File: src/rtl/rom_boot_loader.sv
// rom_boot_loader: owns the instruction ROM write port and the core reset at boot.
// Accepts a little-endian byte stream (32-bit word count, then program words),
// writes the words into the ROM from address 0 upward, and releases the core
// from reset only after the full image has been written.
module rom_boot_loader #(
    parameter int ADDR_W = 12
) (
    input  logic              clk,
    input  logic              rst_n,
    input  logic              reload,
    input  logic              rx_valid,
    input  logic [7:0]        rx_data,
    output logic              rx_ready,
    output logic              rom_we,
    output logic [ADDR_W-1:0] rom_waddr,
    output logic [31:0]       rom_wdata,
    output logic              core_rst_n,
    output logic              load_done,
    output logic              load_err
);

    typedef enum logic [1:0] {
        S_LEN  = 2'd0,
        S_DATA = 2'd1,
        S_DONE = 2'd2,
        S_ERR  = 2'd3
    } state_t;

    // Largest legal word count: exactly the ROM depth.
    localparam logic [32:0] DEPTH = 33'd1 << ADDR_W;

    state_t            state, state_nxt;
    logic [1:0]        byte_idx;
    logic [23:0]       byte_buf;   // first three bytes of the word in flight
    logic [ADDR_W-1:0] word_cnt;   // address of the next word to write
    logic [ADDR_W-1:0] last_idx;   // N-1, address of the final word
    logic              hs;
    logic              word_full;
    logic [31:0]       word;
    logic              len_zero;
    logic              len_over;
    logic              last_word;

    // Bytes are only taken while loading; reload discards a coincident byte.
    assign rx_ready  = (state == S_LEN) || (state == S_DATA);
    assign hs        = rx_valid && rx_ready && !reload;
    assign word_full = hs && (byte_idx == 2'd3);
    assign word      = {rx_data, byte_buf};
    assign len_zero  = (word == 32'd0);
    assign len_over  = ({1'b0, word} > DEPTH);
    // Comparing against N-1 (rather than counting to N) keeps the counter in
    // ADDR_W bits even when N equals the full depth.
    assign last_word = (word_cnt == last_idx);

    // State register.
    always_ff @(posedge clk or negedge rst_n) begin
        if (!rst_n) state <= S_LEN;
        else        state <= state_nxt;
    end

    // Next-state decode; reload wins over everything.
    always_comb begin
        state_nxt = state;
        if (reload) begin
            state_nxt = S_LEN;
        end else begin
            case (state)
                S_LEN: begin
                    if (word_full) begin
                        if (len_zero)      state_nxt = S_DONE;
                        else if (len_over) state_nxt = S_ERR;
                        else               state_nxt = S_DATA;
                    end
                end
                S_DATA: begin
                    if (word_full && last_word) state_nxt = S_DONE;
                end
                default: state_nxt = state;
            endcase
        end
    end

    // Byte assembly and word counter.
    always_ff @(posedge clk or negedge rst_n) begin
        if (!rst_n) begin
            byte_idx <= 2'd0;
            byte_buf <= 24'd0;
            word_cnt <= '0;
            last_idx <= '0;
        end else if (reload) begin
            byte_idx <= 2'd0;
            word_cnt <= '0;
        end else if (hs) begin
            byte_idx <= byte_idx + 2'd1;
            case (byte_idx)
                2'd0:    byte_buf[7:0]   <= rx_data;
                2'd1:    byte_buf[15:8]  <= rx_data;
                2'd2:    byte_buf[23:16] <= rx_data;
                default: ;
            endcase
            if (word_full) begin
                if (state == S_LEN) begin
                    word_cnt <= '0;
                    last_idx <= ADDR_W'(word - 32'd1);
                end else if (!last_word) begin
                    // Hold on the final word so the counter never wraps to 0.
                    word_cnt <= word_cnt + 1'b1;
                end
            end
        end
    end

    // Registered outputs: write strobe one cycle after the 4th byte, done one
    // cycle after the last write (or right after a zero length), error at once.
    always_ff @(posedge clk or negedge rst_n) begin
        if (!rst_n) begin
            rom_we     <= 1'b0;
            rom_waddr  <= '0;
            rom_wdata  <= 32'd0;
            core_rst_n <= 1'b0;
            load_done  <= 1'b0;
            load_err   <= 1'b0;
        end else if (reload) begin
            rom_we     <= 1'b0;
            core_rst_n <= 1'b0;
            load_done  <= 1'b0;
            load_err   <= 1'b0;
        end else begin
            rom_we <= 1'b0;
            if ((state == S_DATA) && word_full) begin
                rom_we    <= 1'b1;
                rom_waddr <= word_cnt;
                rom_wdata <= word;
            end
            load_done  <= (state == S_DONE) || ((state == S_LEN) && word_full && len_zero);
            core_rst_n <= (state == S_DONE) || ((state == S_LEN) && word_full && len_zero);
            load_err   <= (state == S_ERR)  || ((state == S_LEN) && word_full && len_over);
        end
    end

endmodule
File: config.mk
export PLATFORM = sky130hd
export DESIGN_NAME = rom_boot_loader
export DESIGN_NICKNAME = d
export VERILOG_FILES = /design/src/rtl/rom_boot_loader.sv
export SDC_FILE = /design/constraint.sdc
export NUM_CORES = 1
export LEC_CHECK = 0
export ABC_AREA = 1
export BUFFER_PORTS_ARGS = -buffer_cell sky130_fd_sc_hd__buf_2
export CAP_MARGIN = 0
export CELL_PAD_IN_SITES_DETAIL_PLACEMENT = 1
export CELL_PAD_IN_SITES_GLOBAL_PLACEMENT = 1
export CORE_MARGIN = 2
export CORE_UTILIZATION = 47
export DETAILED_ROUTE_END_ITERATION = 10
export GPL_ROUTABILITY_DRIVEN = 0
export PLACE_DENSITY_LB_ADDON = 0.1
export SLEW_MARGIN = 20
export SYNTH_ARGS = -nofsm -noshare
export SYNTH_HDL_FRONTEND = slang
export SYNTH_SLANG_ARGS = --single-unit
export TNS_END_PERCENT = 30
File: constraint.sdc
create_clock -name clk -period 2.6 [get_ports clk]
set_input_delay 0.52 -clock clk [delete_from_list [all_inputs] [get_ports clk]]
set_output_delay 0.52 -clock clk [all_outputs]
set_load 0.01 [all_outputs]
==> results.py <==
metrics = {
    "clocking": {
        "h-tree-depth": 3,
        "postCtsSetupRepairBufs": 0,
        "cts_buffers": 9,
        "cts_tree": "done",
        "cts_resized": 0,
        "path_clk_slew_ps": 90,
        "root_buffer": "clkbuf_8",
        "insertion_delay_ps": 380,
        "holdBufCountCts": 0,
        "cts_sinks": 99,
        "cts_buffer_depth": 2,
    },
    "sta": {
        "skew_ps": 5.99,
        "slew_headroom": 0.590,
        "period_share": 0.715,
        "hold_viol_final": 0,
        "min_period_ps": 1860,
        "setup_viol": 0,
        "maxSlewViolCount": 0,
        "final.setup.tns_ps": 0,
        "hold_slack_ps": 138,
        "fmax_mhz": 538,
        "tightestPinTransition_ps": 616,
        "rsz0062_at_grt": "false",
    },
    "worst_setup_path": {
        "cp_slowest_cell": "dfrtp_1",
        "ff2ff_path_depth": 7,
        "start_kind": "flip-flop",
        "cp_max_fo": 8,
        "worstSetupEndpointType": "flip-flop",
        "critPathBufInv": 0,
        "worstSetupPathType": "flip-flop to flip-flop",
        "max_stage_delay_ps": 530,
        "r2r_start": "word_cnt[0]$_DFFE_PN0P_",
        "path_cells": "ha_1, nand3_1, nor2_2, nand2_1, o21ai_0, nand4_1, o21ai_2",
        "crit_required_ps": 2910,
        "regToRegSetupSlack_ps": 740,
        "cp_top_family": "simple AND/OR/NAND/NOR gates",
        "arrival_ps": 2170,
        "reg2reg_to": "word_cnt[8]$_DFFE_PN0P_",
    },
    "die": {
        "core_area_um2": 9680,
        "initial_core_util": 0.482,
        "ios": 61,
        "die_w_um": 104,
        "rows": 36,
        "dieArea_um2": 10700,
        "dieHeight_um": 104,
    },
    "final_layout": {
        "antenna-diode-count": 0,
        "seq_area_um2": 2480,
        "drive_gt1_frac": 0.180,
        "final_common_cell": "nand2_1",
        "stdcell_area_um2": 5290,
        "layout_common_cells": "189 x nand2_1, 99 x dfrtp_1, 59 x buf_2",
        "multi_input_area_um2": 1850,
        "fin_nets": 626,
        "fill_cells": 1221,
        "area.growth.synth_to_final_pct": 13.3,
    },
    "placement": {
        "hpwl_mm": 8.89,
        "io_buffers": 60,
        "dpl_cell_area_um2": 5060,
    },
    "yosys": {
        "ys_ff_latch": 99,
        "syn_area_um2": 4670,
        "ys_seq_area_frac": 0.531,
        "synth_area_leader_cell": "dfrtp_1",
        "syn_inst": 549,
        "syn_nets": 568,
        "yosys.area.top_type_share": 0.531,
        "synth_area_leaders": "dfrtp_1 53%, nand2_1 15%, o21ai_0 4.0%",
        "yosysWarnings": 0,
        "syn_avg_cell_area_um2": 8.50,
        "synth_cell_types": 33,
    },
    "routing": {
        "vias": 3828,
        "wl_per_cell_um": 15.9,
        "drc": 0,
        "dr.first_iter.drc_count": 147,
        "first_pass_iters": 4,
        "wirelength_mm": 11.8,
        "vias_per_cell": 5.14,
        "drtAntennaViolNets": 0,
    },
    "grt": {
        "grt_max_degree": 64,
        "grt_usage": 0.236,
        "grt_pass1_wl_mm": 20.1,
        "grt_pass1_vias": 4030,
        "antenna_found_initial": 0,
        "grt_overflow": 0,
    },
    "worst_hold_path": {
        "min_path_type": "input pin to asynchronous set/reset pin",
    },
    "pwr": {
        "peakVddDrop_v": 0.000554,
        "power_leakage_nw": 2.73,
        "power_density_nw_per_um2": 767,
        "p_total_w": 0.00406,
    },
    "status": {
        "status": "finished clean",
    },
    "run": {
        "maxCapViolations": 0,
    },
}
where the power goes:
| group | total, W | internal, W | switching [W] |
|---|---|---|---|
| Clock | 0.00113 | 0.000599 | 0.000534 |
| Combinational | 0.000917 | 0.000311 | 0.000606 |
| Sequential | 0.00201 | 0.00176 | 0.000242 |
| Total | 0.00406 | 0.00267 | 0.00138 |
flip-flops by register name (all words and copies together) (netlist names):
name and count:
rom_wdata 32, byte_buf 24, last_idx 12, rom_waddr 12, word_cnt 12, byte_idx 2
state 2, load_done 1, load_err 1, rom_we 1
synth_stat cells:
| cell | instances |
|---|---|
| buf_4 | 2 |
| a22oi_1 | 1 |
| a31oi_1 | 2 |
| nor2_4 | 2 |
| nor3_1 | 8 |
| nor2_1 | 33 |
| dfrtp_1 | 99 |
| o21ai_1 | 30 |
| buf_2 | 6 |
| xnor2_1 | 5 |
| nand3b_1 | 1 |
| o31ai_1 | 1 |
| nand3_1 | 17 |
| o22ai_1 | 1 |
| nand2_1 | 189 |
| nand2_4 | 2 |
| buf_6 | 6 |
| xor2_1 | 7 |
| buf_8 | 1 |
| nand2_2 | 1 |
| o21ai_0 | 37 |
| ha_1 | 7 |
| o21ai_2 | 15 |
| a21oi_1 | 3 |
| clkbuf_1 | 3 |
| a22o_1 | 1 |
| nand3_2 | 1 |
| nor2_2 | 3 |
| inv_2 | 6 |
| nor2_8 | 1 |
| o21bai_1 | 1 |
| nand4_1 | 9 |
| inv_1 | 48 |
stage by stage:
step	cells	setup WS, ps	util
6_report	745	742	0.546
4_1_cts	745	739	0.546
2_1_floorplan	549	1020	-
3_5_place_dp	729	802	0.522
3_3_place_gp	729	833	0.522
5_1_grt	745	537	0.546
worst max-delay path by stage:
stage,from,cells past startpoint,end,slack [ps]
finish,word_cnt[0]$_DFFE_PN0P_,7,word_cnt[8]$_DFFE_PN0P_,740
global route,word_cnt[0]$_DFFE_PN0P_,7,word_cnt[8]$_DFFE_PN0P_,540
CTS,word_cnt[0]$_DFFE_PN0P_,7,word_cnt[8]$_DFFE_PN0P_,740
detailed placement,word_cnt[0]$_DFFE_PN0P_,7,word_cnt[8]$_DFFE_PN0P_,800
global placement,reload,8,rom_wdata[28]$_DFFE_PN0P_,830
floorplan,reload,9,rom_waddr[2]$_DFFE_PN0P_,1020
cell families (layout without fill, tap and decap cells):
family | Yosys count | count (layout) | synth area share
fa+ha+maj | 7 | 7 | 0.0188
simple gates | 267 | 267 | 0.241
xor+xnor | 12 | 12 | 0.0225
flops | 99 | 99 | 0.531
compound gates | 92 | 92 | 0.114
buf+inv | 72 | 135 | 0.0732
layer usage:
layer	GRT usage	up-vias	part of all wire
met2	0.429	54	0.53
met3	0.0610	16	0.037
li1	-	1856	-
met5	0	-	0
met1	0.277	1902	0.41
met4	0.0637	0	0.020
layout make-up:
type / instances / share of cell area
well taps: 133 / 0.0315
clock inverters: 3 / 0.0130
inverters: 54 / 0.0383
clock buffers: 13 / 0.0301
multi-input cells: 378 / 0.349
flip-flops and latches: 99 / 0.469
repair buffers: 65 / 0.0691
Note: power is estimated with default switching activity, not from simulation.
